==> src/rtl/mem_bus_pkg.sv <==
// Shared types and constants for the two-port memory bus controller.
package mem_bus_pkg;

    localparam int unsigned ADDR_W        = 8;
    localparam int unsigned DATA_W        = 8;
    localparam int unsigned RAM_DEPTH_DEF = 128;
    localparam int unsigned TIMEOUT_DEF   = 15;

    typedef enum logic [1:0] {
        ST_IDLE   = 2'd0,
        ST_ACCESS = 2'd1,
        ST_DONE   = 2'd2
    } state_e;

    // Memory-side command held stable for the whole access
    typedef struct packed {
        logic              en;
        logic              read;
        logic              write;
        logic [ADDR_W-1:0] addr;
        logic [DATA_W-1:0] wdata;
    } mem_cmd_t;

    function automatic logic addr_in_range(input logic [ADDR_W-1:0] addr,
                                           input int unsigned       depth);
        return 32'(addr) < depth;
    endfunction

endpackage

==> src/rtl/mem_bus_ctrl.sv <==
// Arbitrates an instruction-fetch port and a data port onto one memory bus,
// with a ready timeout and out-of-range address rejection.
module mem_bus_ctrl
    import mem_bus_pkg::*;
#(
    parameter int unsigned TIMEOUT   = TIMEOUT_DEF,
    parameter int unsigned RAM_DEPTH = RAM_DEPTH_DEF
) (
    input  logic              clk,
    input  logic              rst_n,
    input  logic              if_req,
    input  logic [ADDR_W-1:0] if_addr,
    output logic              if_ack,
    output logic [DATA_W-1:0] if_data,
    input  logic              d_req,
    input  logic              d_we,
    input  logic [ADDR_W-1:0] d_addr,
    input  logic [DATA_W-1:0] d_wdata,
    output logic              d_ack,
    output logic [DATA_W-1:0] d_rdata,
    output logic              err,
    output logic              mem_en,
    output logic              mem_read,
    output logic              mem_write,
    output logic [ADDR_W-1:0] mem_address,
    output logic [DATA_W-1:0] mem_wdata,
    input  logic [DATA_W-1:0] mem_rdata,
    input  logic              mem_ready
);

    localparam int unsigned CNT_W = (TIMEOUT > 1) ? $clog2(TIMEOUT) : 1;

    state_e            state_q, state_nxt;
    logic              grant_d_q, grant_d_nxt;
    logic [CNT_W-1:0]  cnt_q, cnt_nxt;
    mem_cmd_t          cmd_q, cmd_nxt;
    logic              if_ack_nxt, d_ack_nxt, err_nxt;
    logic [DATA_W-1:0] if_data_nxt, d_rdata_nxt;

    logic [ADDR_W-1:0] sel_addr;
    logic              sel_write;
    logic              finish;
    logic              done_err;
    logic [DATA_W-1:0] done_data;

    assign mem_en      = cmd_q.en;
    assign mem_read    = cmd_q.read;
    assign mem_write   = cmd_q.write;
    assign mem_address = cmd_q.addr;
    assign mem_wdata   = cmd_q.wdata;

    // State and registered outputs
    always_ff @(posedge clk or negedge rst_n) begin
        if (!rst_n) begin
            state_q   <= ST_IDLE;
            grant_d_q <= 1'b0;
            cnt_q     <= '0;
            cmd_q     <= '0;
            if_ack    <= 1'b0;
            d_ack     <= 1'b0;
            err       <= 1'b0;
            if_data   <= '0;
            d_rdata   <= '0;
        end else begin
            state_q   <= state_nxt;
            grant_d_q <= grant_d_nxt;
            cnt_q     <= cnt_nxt;
            cmd_q     <= cmd_nxt;
            if_ack    <= if_ack_nxt;
            d_ack     <= d_ack_nxt;
            err       <= err_nxt;
            if_data   <= if_data_nxt;
            d_rdata   <= d_rdata_nxt;
        end
    end

    // Next-state and next-output logic
    always_comb begin
        state_nxt   = state_q;
        grant_d_nxt = grant_d_q;
        cnt_nxt     = cnt_q;
        cmd_nxt     = cmd_q;
        if_ack_nxt  = 1'b0;
        d_ack_nxt   = 1'b0;
        err_nxt     = 1'b0;
        if_data_nxt = if_data;
        d_rdata_nxt = d_rdata;
        sel_addr    = d_req ? d_addr : if_addr;
        sel_write   = d_req & d_we;
        finish      = 1'b0;
        done_err    = 1'b0;
        done_data   = '0;

        case (state_q)
            ST_IDLE: begin
                if (d_req || if_req) begin
                    grant_d_nxt = d_req;
                    if (addr_in_range(sel_addr, RAM_DEPTH)) begin
                        state_nxt     = ST_ACCESS;
                        cnt_nxt       = '0;
                        cmd_nxt.en    = 1'b1;
                        cmd_nxt.read  = ~sel_write;
                        cmd_nxt.write = sel_write;
                        cmd_nxt.addr  = sel_addr;
                        cmd_nxt.wdata = sel_write ? d_wdata : '0;
                    end else begin
                        finish   = 1'b1;
                        done_err = 1'b1;
                    end
                end
            end
            ST_ACCESS: begin
                // Ready wins over a timeout landing in the same cycle
                if (mem_ready) begin
                    finish    = 1'b1;
                    done_data = cmd_q.read ? mem_rdata : '0;
                end else if (cnt_q == CNT_W'(TIMEOUT - 1)) begin
                    finish   = 1'b1;
                    done_err = 1'b1;
                end else begin
                    cnt_nxt = cnt_q + CNT_W'(1);
                end
            end
            ST_DONE: begin
                state_nxt = ST_IDLE;
            end
            default: begin
                state_nxt = ST_IDLE;
            end
        endcase

        // Completion: drop strobes and acknowledge only the granted port
        if (finish) begin
            state_nxt     = ST_DONE;
            cmd_nxt.en    = 1'b0;
            cmd_nxt.read  = 1'b0;
            cmd_nxt.write = 1'b0;
            err_nxt       = done_err;
            if (grant_d_nxt) begin
                d_ack_nxt   = 1'b1;
                d_rdata_nxt = done_data;
            end else begin
                if_ack_nxt  = 1'b1;
                if_data_nxt = done_data;
            end
        end
    end

endmodule

==> config.mk <==
export PLATFORM = sky130hd
export DESIGN_NAME = mem_bus_ctrl
export DESIGN_NICKNAME = d
export VERILOG_FILES = /design/src/rtl/mem_bus_pkg.sv /design/src/rtl/mem_bus_ctrl.sv
export SDC_FILE = /design/constraint.sdc
export NUM_CORES = 1
export LEC_CHECK = 0
export ABC_AREA = 1
export BUFFER_PORTS_ARGS = -buffer_cell sky130_fd_sc_hd__buf_2
export CAP_MARGIN = 10
export CORE_ASPECT_RATIO = 1.5
export CORE_UTILIZATION = 30
export CTS_BUF_LIST = sky130_fd_sc_hd__clkbuf_4 sky130_fd_sc_hd__clkbuf_8
export DETAILED_ROUTE_END_ITERATION = 10
export PLACE_DENSITY = 0.6
export REMOVE_ABC_BUFFERS = 1
export SYNTH_ARGS = -nofsm -noshare
export SYNTH_HDL_FRONTEND = slang
export SYNTH_SLANG_ARGS = --single-unit
==> constraint.sdc <==
create_clock -name clk -period 1.6 [get_ports clk]
set_clock_uncertainty 0.05 [all_clocks]
set_input_delay 0.08 -clock clk [delete_from_list [all_inputs] [get_ports clk]]
set_output_delay 0.08 -clock clk [all_outputs]
set_load 0.03 [all_outputs]
# Word level (Yosys, flattened, before mapping)
# Index checks and enable logic that the tools add are counted.
# classes
reduce_logical	12
muxes	32
order_cmp	1
bitwise_logic	3
addsub	1
n_eq_ne	9
# op_table
cell	count
$mux W19	3
$mux W8	5
$mux W4	4
$mux W1	12
$ne A2 B2 Y1 const B	5
$reduce_and A3 Y1	3
$lt A8 B8 Y1 const B	1
$pmux W4 S2	1
$reduce_bool A2 Y1	4
$mux W2	3
$ne A3 B3 Y1 const B	2
$reduce_and A5 Y1	1
$add A4 B1 Y4 const B	1
$eq A4 B4 Y1 const B	1
$pmux W1 S2	2
$pmux W2 S2	1
$reduce_and A2 Y1	2
$mux W3	1
$eq A2 B1 Y1 const B	1
$logic_not A2 Y1	1
$not A1 Y1	2
$and A1 B1 Y1	1
$logic_or A1 B1 Y1	1
# word_totals
reg_bits	45
output_inout_bits	38
input_bits	38

# Logic depth before layout (Yosys ltp)
# Gate-level depths: netlist of the first run.
# depth
depth_word	7
ltp_mapped	10
depth_no_buf	9

# Least setup slack after synthesis of the first run
# OpenSTA, ideal clock, no wires.
# synth_path
kind	register to register
from	register cnt_q[0]
to	register d_rdata[0]
arrival_ns	1.223
slack_ns	0.209
path_stages_with_launch	11
cell_sequence	dfrtp_1 -> inv_1 -> ha_1 -> nand3_2 -> nand2_2 -> nand2_2 -> nand2_4 -> buf_12 -> nand2_8 -> nand2_1 -> nand2_1
# synth_via
elab_chain_cells	5
# synth_rtl
item	line_no	text
start: declaration	mem_bus_ctrl.sv:35	logic [CNT_W-1:0] cnt_q, cnt_nxt;
start signal: assignment	mem_bus_ctrl.sv:67	cnt_q <= cnt_nxt;
$eq A4 B4 Y1	mem_bus_ctrl.sv:117	end else if (cnt_q == CNT_W'(TIMEOUT - 1)) begin
$mux W1	mem_bus_ctrl.sv:117	
$mux W1	mem_bus_ctrl.sv:114	if (mem_ready) begin
$pmux W1 S2	mem_bus_ctrl.sv:94	case (state_q)
$reduce_and A2 Y1 (no source line)	-	
end signal: assignment	mem_bus_ctrl.sv:73	d_rdata <= d_rdata_nxt;
end: declaration	mem_bus_ctrl.sv:20	output logic [DATA_W-1:0] d_rdata,
# Every way passes these cells.
# A chain may end at the register's enable or synchronous reset.

# Final worst setup path of the first run
# layout_path
from	register cnt_q[1]
to	register if_data[5]
# layout_via
elab_chain_cells	5
# layout_rtl
item	line_no	text
$eq A4 B4 Y1	mem_bus_ctrl.sv:117	
$mux W1	mem_bus_ctrl.sv:117	
$mux W1	mem_bus_ctrl.sv:114	
$pmux W1 S2	mem_bus_ctrl.sv:94	
$reduce_and A2 Y1 (no source line)	-	
end signal: assignment	mem_bus_ctrl.sv:72	if_data <= if_data_nxt;
end: declaration	mem_bus_ctrl.sv:14	output logic [DATA_W-1:0] if_data,
# Every way passes these cells.

==> metrics.cfg, run 1 <==
[sta]
finalHoldViolCount=0
post-route-min-period_ns=1.43
clock.fmax_mhz=700
min_period_over_period=0.892
slew_headroom=0.729
finalSetupTns_ns=0
tightest_slew_ns=0.406
setup_viol=0
rsz0062_at_grt=false
drv_slew=0

[placed_design]
place_area_um2=2600
dp_hpwl_um=3470
place_congestion=0.782
io_buffers=75

[setup_path]
cp_max_fo=21
cp.arrival_ns=1.56
rr_worst_depth=8
endpoint_kind=register
required_ns=1.73
startpoint=cnt_q[1]$_DFFE_PN0P_
critPathKind=register to register
worstSetupStartpointType=register
r2r-end=if_data[5]$_DFFE_PN0P_
r2r_setup_slack_ns=0.17
r2r-start=cnt_q[1]$_DFFE_PN0P_

[power_and_ir_drop]
max-vdd-ir-drop_v=0.000465
powerDensity_nw_per_um2=1480
leakage_nw=1.61

[global_route]
antenna_found_initial=0
track_usage=0.132
grt_pass1_wl_um=7870
grt_max_degree=25
overflow=0
first_global_vias=1761

[flow_run]
drv_cap=0

[floorplan]
start_util=0.313
rows=37
num_io_pins=76
dieArea_um2=7600
die_w_um=71.5
die_h_um=106
coreArea_um2=6940

[cells_and_area]
drive_gt1_frac=0.358
areaGrowthSynthToFinish_pct=29.2
fin_area_um2=2810
final_cell_mix=81 x nand2_1, 75 x buf_2, 45 x dfrtp_1
nets=375
diodes=0
final_common_cell=nand2_1

[clock_tree]
cts_setup_buffers=0
cts_buffers=5
cts-root-buf=clkbuf_8
h-tree-depth=2
clk_latency_ns=0.29
clk_pin_slew_ns=0.07
cts_buffer_depth=2
cts_tree=built
numClockSinks=45

[synth]
synth_area_um2=2170
ys_types=24
yosys_register_bits=45
yosys_warnings=0
synth_area_per_cell_um2=8.91
synthCells=244
synth-seq-area-share=0.518

[hold_path]
hold_path_class=input pin to register
hold_depth=3
holdPathEnd=mem_wdata[5]$_DFFE_PN0P_
min_from=d_wdata[5]

[routing]
drtAntennaViolNets=0
wirelength_um=4750
first_pass_iters=4
post_drt_wl_per_cell_um=11.5
drc=0
drt_iter0_drc=72
vias=1849
vias_per_cell=4.48

[outcome]
outcome=completed

layer usage:
metal  part of all wire  global-route usage  vias to the layer above
met4              0.015              0.0420                        0
met1               0.44               0.162                      847
met3              0.061              0.0322                        5
met2               0.49               0.227                       56
met5                  0                   0                        -
li1                   -                   -                      941
repair_timing:
item,in CTS,in global routing
hold buffers,11,0
gates resized for setup,0,1
endpoints found under the setup margin,0,7
hold endpoints to repair,26,0
stage by stage:
stage,power [mW],utilization,setup WS (ns),std cells,hold WS [ns]
2_1_floorplan,2.94,-,0.198,238,-0.266
3_3_place_gp,3.43,0.375,0.169,395,-0.0239
3_5_place_dp,3.46,0.375,0.121,395,-0.0143
4_1_cts,4.21,0.403,0.0954,413,0.00251
5_1_grt,4.47,0.405,0.0204,413,0.00513
6_report,4.17,0.405,0.172,413,0.00753
cell type report:
type	count	area, um2
clock buffers	7	90.1
well taps	78	97.6
multi-input cells	170	895
fillers	710	4130
repair buffers	90	515
inverters	23	86.3
flip-flops and latches	45	1130
worst max-delay path by stage:
stage          depth (start not counted)                endpoint  slack, ns
2_1_floorplan                          9  if_data[0]$_DFFE_PN0P_       0.20
3_3_place_gp                           8  if_data[7]$_DFFE_PN0P_       0.17
3_5_place_dp                           8  if_data[3]$_DFFE_PN0P_       0.12
4_1_cts                                8  if_data[5]$_DFFE_PN0P_        0.1
5_1_grt                                6  if_data[6]$_DFFE_PN0P_       0.02
6_report                               8  if_data[5]$_DFFE_PN0P_       0.17
state kept, by name, summed over array words and instances (netlist names):
name / count
err: 1
mem_en: 1
d_rdata: 8
if_data: 8
grant_d_q: 1
mem_read: 1
mem_address: 8
d_ack: 1
if_ack: 1
mem_write: 1
state_q: 2
mem_wdata: 8
cnt_q: 4
worst max-delay path, stage by stage (launching register included):
cell	delay (ns)
dfrtp_1	0.41
ha_1	0.18
nand3_2	0.10
nand2_2	0.08
nand2_2	0.09
nand2_8	0.17
nand2_4	0.11
nand2_1	0.08
nand2_1	0.05
cell families after synthesis:
group                    share of synthesized area
buffers and inverters                       0.0748
AND/OR/NAND/NOR                              0.329
XOR/XNOR                                   0.00403
AO/OA/AOI/OAI                               0.0633
flip-flops                                   0.518
adder cells (fa/ha/maj)                     0.0115
cells in the mapped netlist:
cell type  number  area (um2)
or2_2           9        56.3
o211ai_1        7        52.6
clkinv_1        1        3.75
nand2_4         5        56.3
nor2_4          2        22.5
inv_1          18        67.6
nor2_1         16        60.1
dfrtp_1        45        1130
inv_2           4        15.0
ha_1            2        25.0
a21oi_4         1        16.3
o31ai_1         1        7.51
o21ai_0         8        40.0
xnor2_1         1        8.76
buf_12          1        20.0
buf_6           5        56.3
a21oi_1         1        5.00
nand4_1         3        18.8
o21ai_4         1        16.3
nand3_1        20         100
nand2_1        81         304
nand2_8         1        20.0
nand3_2         2        20.0
nand2_2         9        56.3
power by group:
part / internal, mW / leakage, nW / total, mW / switching, mW
logic: 0.548 / 0.960 / 1.85 / 1.30
clock network: 0.360 / 0.0477 / 0.712 / 0.353
registers: 1.44 / 0.602 / 1.61 / 0.175
Power figures use the tool's default switching activity.
==> run 2: changes to the inputs <==
--- a/config.mk
+++ b/config.mk
@@ -8,11 +8,12 @@
 export ABC_AREA = 1
 export BUFFER_PORTS_ARGS = -buffer_cell sky130_fd_sc_hd__buf_2
 export CAP_MARGIN = 10
+export CELL_PAD_IN_SITES_DETAIL_PLACEMENT = 1
+export CELL_PAD_IN_SITES_GLOBAL_PLACEMENT = 1
 export CORE_ASPECT_RATIO = 1.5
 export CORE_UTILIZATION = 30
-export CTS_BUF_LIST = sky130_fd_sc_hd__clkbuf_4 sky130_fd_sc_hd__clkbuf_8
 export DETAILED_ROUTE_END_ITERATION = 10
-export PLACE_DENSITY = 0.6
+export PLACE_DENSITY = 0.75
 export REMOVE_ABC_BUFFERS = 1
 export SYNTH_ARGS = -nofsm -noshare
 export SYNTH_HDL_FRONTEND = slang
==> run 2 against run 1 <==
Critical path depth rose by 1. Wire length grew 16%. Cell count rose by 0.24%. Clock-buffer cell count shrank 2. Combinational power is 3% higher. Register-to-register slack is essentially flat. Non-clock buffer count grew 1. Worst setup slack lost 0.0019 ns. Via count is 4.8% higher. Hold slack gained 0.0072 ns. Largest power group unchanged. Highest routed layer unchanged.
==> metrics.cfg, run 2 (synthesis gave the netlist of run 1 again) <==
[clock_tree]
cts-root-buf=clkbuf_8
cts_buffer_depth=2  ; unchanged
clk_pin_slew_ns=0.08  ; about the same
cts_buffers=5  ; unchanged
cts_setup_buffers=0  ; unchanged
h-tree-depth=2  ; unchanged
clk_latency_ns=0.29  ; about the same
numClockSinks=45  ; unchanged
cts_tree=built

[flow_run]
drv_cap=0  ; unchanged

[cells_and_area]
multi_input_area_um2=906  ; +1.3%
nets=377  ; +0.53%
num-fill-cells=857  ; +21%
final_cell_mix=80 x nand2_1, 75 x buf_2, 45 x dfrtp_1
diodes=0  ; unchanged
drive_gt1_frac=0.357  ; -0.00107
final_common_cell=nand2_1
regArea_um2=1130  ; unchanged
areaGrowthSynthToFinish_pct=29.6

[sta]
drv_slew=0  ; unchanged
rsz0062_at_grt=false
finalSetupTns_ns=0  ; unchanged
tightest_slew_ns=0.578  ; +0.172 ns
finalHoldViolCount=0  ; unchanged
clock.fmax_mhz=699  ; -0.13%
min_period_over_period=0.894  ; +0.00118
layout_setup_ws_ns=0.170  ; -0.00188 ns
hold_ws_ns=0.0148  ; +0.00723 ns
setup_viol=0  ; unchanged
post-route-min-period_ns=1.43  ; +0.00188 ns
slew_headroom=0.614  ; -0.115

[outcome]
outcome=completed

[setup_path]
cp_top_family=simple AND/OR/NAND/NOR gates
r2r_setup_slack_ns=0.17  ; about the same
rr_worst_depth=9  ; +1
r2r-end=if_data[0]$_DFFE_PN0P_
cp_max_fo=21  ; unchanged
cpPeakStageDelay_ns=0.39  ; -0.02 ns
r2r-start=cnt_q[0]$_DFFE_PN0P_
cp.arrival_ns=1.57  ; about the same
path_cells=inv_1 > ha_1 > nand3_2 > nand2_2 > nand2_2 > nand2_8 > nand2_4 > nand2_1 > nand2_1
critPathKind=register to register
endpoint_kind=register
path_buf_inv=1  ; +1
crit_path_top_delay_cell=dfrtp_1
worstSetupStartpointType=register
required_ns=1.74  ; about the same

[floorplan]
dieArea_um2=7600  ; unchanged
die_h_um=106  ; unchanged
rows=37  ; unchanged
start_util=0.313  ; unchanged
coreArea_um2=6940  ; unchanged
die_w_um=71.5  ; unchanged
num_io_pins=76  ; unchanged

[power_and_ir_drop]
max-vdd-ir-drop_v=0.000557  ; +20%
powerDensity_nw_per_um2=1480  ; about the same
leakage_nw=1.61  ; -0.12%

[hold_path]
hold_path_class=input pin to register
min_from=d_wdata[7]
hold_depth=3  ; unchanged
holdPathEnd=mem_wdata[7]$_DFFE_PN0P_

[global_route]
first_global_vias=2008  ; +14%
met3_usage=0.0313  ; -0.000948
grt_max_degree=46  ; +84%
overflow=0  ; unchanged
busiest_layer=met2
use_met1=0.179  ; +0.0177
track_usage=0.154  ; +0.0218
antenna_found_initial=0  ; unchanged
grt_use_met2=0.278  ; +0.0517
grt_pass1_wl_um=9190  ; +17%

[routing]
vias=1938  ; +4.8%
drtAntennaViolNets=0  ; unchanged
wirelength_um=5530  ; +16%
drc=0  ; unchanged
drt_iter0_drc=59  ; -18%
post_drt_wl_per_cell_um=13.4  ; +16%
vias_per_cell=4.68  ; +4.6%
first_pass_iters=4  ; unchanged

[placed_design]
post-place-ws_ns=0.0772  ; -0.0438 ns
place_congestion=0.687  ; -12%
dp_hpwl_um=4100  ; +18%
io_buffers=75  ; unchanged

-- run 2: cell types whose count changed in the layout (fill, tap and decap cells not counted) --
cell and change:
dlygate4sd3_1 +2, a21oi_2 +1, buf_4 -1, clkbuf_4 -1, clkbuf_8 -1, clkinv_2 +1, nand2_1 -1, nand2_2 +1
-- run 2: power by group --
| part | switching [mW] | internal (mW) | total, mW |
|---|---|---|---|
| sequential | 0.192 | 1.44 | 1.63 |
| clock | 0.358 | 0.288 | 0.646 |
| combinational | 1.35 | 0.558 | 1.91 |
-- run 2: how the worst max path moves through the flow --
stage	from	endpoint	slack (ns)	cells past startpoint
floorplan	cnt_q[0]$_DFFE_PN0P_	if_data[0]$_DFFE_PN0P_	0.20	9
global route	cnt_q[1]$_DFFE_PN0P_	if_data[0]$_DFFE_PN0P_	0.02	8
finish	cnt_q[0]$_DFFE_PN0P_	if_data[0]$_DFFE_PN0P_	0.17	9
global placement	cnt_q[0]$_DFFE_PN0P_	if_data[0]$_DFFE_PN0P_	0.16	9
detailed placement	cnt_q[0]$_DFFE_PN0P_	if_data[3]$_DFFE_PN0P_	0.08	9
CTS	cnt_q[0]$_DFFE_PN0P_	if_data[3]$_DFFE_PN0P_	0.07	9
-- run 2: what timing repair did --
item | 4_1_cts | 5_1_grt
hold buffers | 13 | 0
gates resized for setup | 0 | 2
hold endpoints to repair | 57 | 0
endpoints found under the setup margin | 0 | 16
-- run 2: metrics by stage --
stage          area (um2)   util  instances  power, mW
2_1_floorplan        2100      -        238       2.94
6_report             2820  0.406        414       4.18
3_3_place_gp         2590  0.374        394       3.44
5_1_grt              2820  0.406        414       4.48
4_1_cts              2800  0.403        413       4.20
3_5_place_dp         2590  0.374        394       3.51
-- run 2: final cells by class --
cell class / count / area share
multi-input cells: 171 / 0.321
inverters: 23 / 0.0306
clock inverters: 1 / 0.00178
repair buffers: 91 / 0.187
well taps: 78 / 0.0346
clock buffers: 5 / 0.0244
flip-flops and latches: 45 / 0.400
-- run 2: metal layers --
layer	vias up	wire length (um)
li1	952	-
met5	-	0
met4	0	88
met1	921	2280
met3	8	268
met2	57	2900
-- run 2: worst min-delay path, stage by stage --
cell,delay [ns]
buf_2,0.10
nand2_1,0.05
o21ai_0,0.08
==> run 3: changes to the inputs <==
==> constraint.sdc (replaced) <==
create_clock -name clk -period 1.6 [get_ports clk]
set_clock_uncertainty 0.05 [all_clocks]
set_input_delay 0 -clock clk [delete_from_list [all_inputs] [get_ports clk]]
set_output_delay 0 -clock clk [all_outputs]
set_load 0.03 [all_outputs]
==> run 3 against run 2 <==
The flow now finishes with violations (negative hold slack). Clock power grew 9.8%. Total power grew 2.3%. Combinational power is essentially flat. Highest routed layer unchanged. Hold slack lost 0.020 ns. Die area is the same. Cell area grew 5.7%. Critical path type unchanged. Non-clock buffer count grew 15.
==> metrics.cfg, run 3 (synthesis gave the netlist of run 1 again) <==
[global_route]
first_global_vias=2041  ; +1.6%
grt_max_degree=22  ; -52%
antenna_found_initial=0  ; unchanged
grt_pass1_wl_um=9450  ; +2.8%
track_usage=0.160  ; +0.00616
overflow=0  ; unchanged

[floorplan]
die_w_um=71.5  ; unchanged
rows=37  ; unchanged
coreArea_um2=6940  ; unchanged
die_h_um=106  ; unchanged
start_util=0.313  ; unchanged
num_io_pins=76  ; unchanged
dieArea_um2=7600  ; unchanged

[flow_run]
drv_cap=0  ; unchanged

[setup_path]
endpoint_kind=register
rr_worst_depth=6  ; -3
cp_max_fo=9  ; -57%
critPathKind=register to register
r2r-start=state_q[1]$_DFFE_PN0P_
r2r-end=if_data[0]$_DFFE_PN0P_
startpoint=state_q[1]$_DFFE_PN0P_
required_ns=1.74  ; about the same
cp.arrival_ns=1.59  ; +0.02 ns
r2r_setup_slack_ns=0.15  ; -0.02 ns
worstSetupStartpointType=register

[power_and_ir_drop]
comb_power_share=0.453  ; -0.003
switching_power_mw=1.92  ; +0.84%
leakage_nw=1.68  ; +4.2%
seq_power_share=0.381  ; -0.008
max-vdd-ir-drop_v=0.000493  ; -11%
power_frac_clock=0.166  ; +0.012
power.share.switching=0.448  ; -0.00657
internal-power_mw=2.36  ; +3.6%
powerDensity_nw_per_um2=1440  ; -3.2%

[clock_tree]
cts_buffer_depth=2  ; unchanged
clk_latency_ns=0.30  ; about the same
cts_tree=built
h-tree-depth=2  ; unchanged
cts-root-buf=clkbuf_8
cts_setup_buffers=0  ; unchanged
clk_pin_slew_ns=0.08  ; about the same
numClockSinks=45  ; unchanged
cts_buffers=5  ; unchanged

[placed_design]
place_area_um2=2600  ; +0.29%
dp_hpwl_um=4010  ; -2.4%
post-place-ws_ns=0.0898  ; +0.0127 ns
place_congestion=0.700  ; +2.0%
io_buffers=75  ; unchanged

[cells_and_area]
diodes=0  ; unchanged
final_cell_mix=80 x nand2_1, 75 x buf_2, 45 x dfrtp_1
final_common_cell=nand2_1
drive_gt1_frac=0.344  ; -0.0134
nets=392  ; +4.0%
areaGrowthSynthToFinish_pct=36.9
fin_area_um2=2980  ; +5.7%

[sta]
setup_viol=0  ; unchanged
tightest_slew_ns=0.429  ; -0.150 ns
drv_slew=0  ; unchanged
clock.fmax_mhz=690  ; -1.3%
rsz0062_at_grt=false
hold_ws_ns=-0.00569  ; -0.0204 ns
finalHoldViolCount=2  ; +2
post-route-min-period_ns=1.45  ; +0.0191 ns
layout_setup_ws_ns=0.151  ; -0.0191 ns
min_period_over_period=0.905  ; +0.0119
slew_headroom=0.714  ; +0.0999
finalSetupTns_ns=0  ; unchanged

[routing]
drt_iter0_drc=71  ; +20%
drtAntennaViolNets=0  ; unchanged
post_drt_wl_per_cell_um=13.4  ; about the same
first_pass_iters=4  ; unchanged
vias=1979  ; +2.1%
vias_per_cell=4.60  ; -1.7%
wirelength_um=5740  ; +3.8%
drc=0  ; unchanged

[hold_path]
hold_path_class=input pin to register
hold_depth=5  ; +2
holdPathEnd=d_rdata[5]$_DFFE_PN0P_
min_from=mem_rdata[5]

[outcome]
violations=negative hold slack
outcome=complete, but fails checks

==> run 3: through the flow <==
step / util / power, mW / std cells
after floorplan: - / 2.94 / 238
after global placement: 0.375 / 3.44 / 395
after detailed placement: 0.375 / 3.50 / 395
after CTS: 0.426 / 4.26 / 429
after global routing: 0.429 / 4.58 / 430
final: 0.429 / 4.28 / 430
==> run 3: power by group through the flow <==
stage | sequential (mW) | clock (mW) | combinational, mW
4_1_cts | 1.63 | 0.723 | 1.91
3_5_place_dp | 1.65 | 0 | 1.86
2_1_floorplan | 2.12 | 0 | 0.815
3_3_place_gp | 1.63 | 0 | 1.81
6_report | 1.63 | 0.709 | 1.94
5_1_grt | 1.67 | 0.786 | 2.12
==> run 3: per-layer routing <==
metal	vias up	track usage	wire length [um]
li1	983	-	-
met5	-	0	0
met4	0	0.0518	68
met2	56	0.293	2990
met1	935	0.184	2450
met3	5	0.0303	227
==> run 3: layout make-up <==
cell class | instances | area (um2)
tap | 78 | 97.6
multi-input combinational | 171 | 906
sequential | 45 | 1130
inverter | 23 | 86.3
fill | 855 | 3970
timing repair buffer | 106 | 676
clock buffer | 7 | 86.3
==> run 3: what timing repair did <==
action                                  CTS  global route
gates resized for setup                   0             2
endpoints found under the setup margin    0            15
endpoints found under the hold margin    64             0
hold buffers                             27             0
==> run 3: worst max-delay path, stage by stage, from the launching register on <==
cell     delay (ns)
dfrtp_1        0.43
nor2_1         0.22
nand2_2        0.14
a21oi_4        0.26
nand2_4        0.12
nand2_1        0.08
nand2_1        0.05
==> run 3: worst max-delay path by stage <==
stage	end	slack, ns	cells after the start
after floorplan	if_data[0]$_DFFE_PN0P_	0.20	9
after global placement	if_data[0]$_DFFE_PN0P_	0.16	8
after detailed placement	if_data[7]$_DFFE_PN0P_	0.09	9
after CTS	if_data[0]$_DFFE_PN0P_	0.09	9
after global routing	if_data[6]$_DFFE_PN0P_	0.01	6
final	if_data[0]$_DFFE_PN0P_	0.15	6
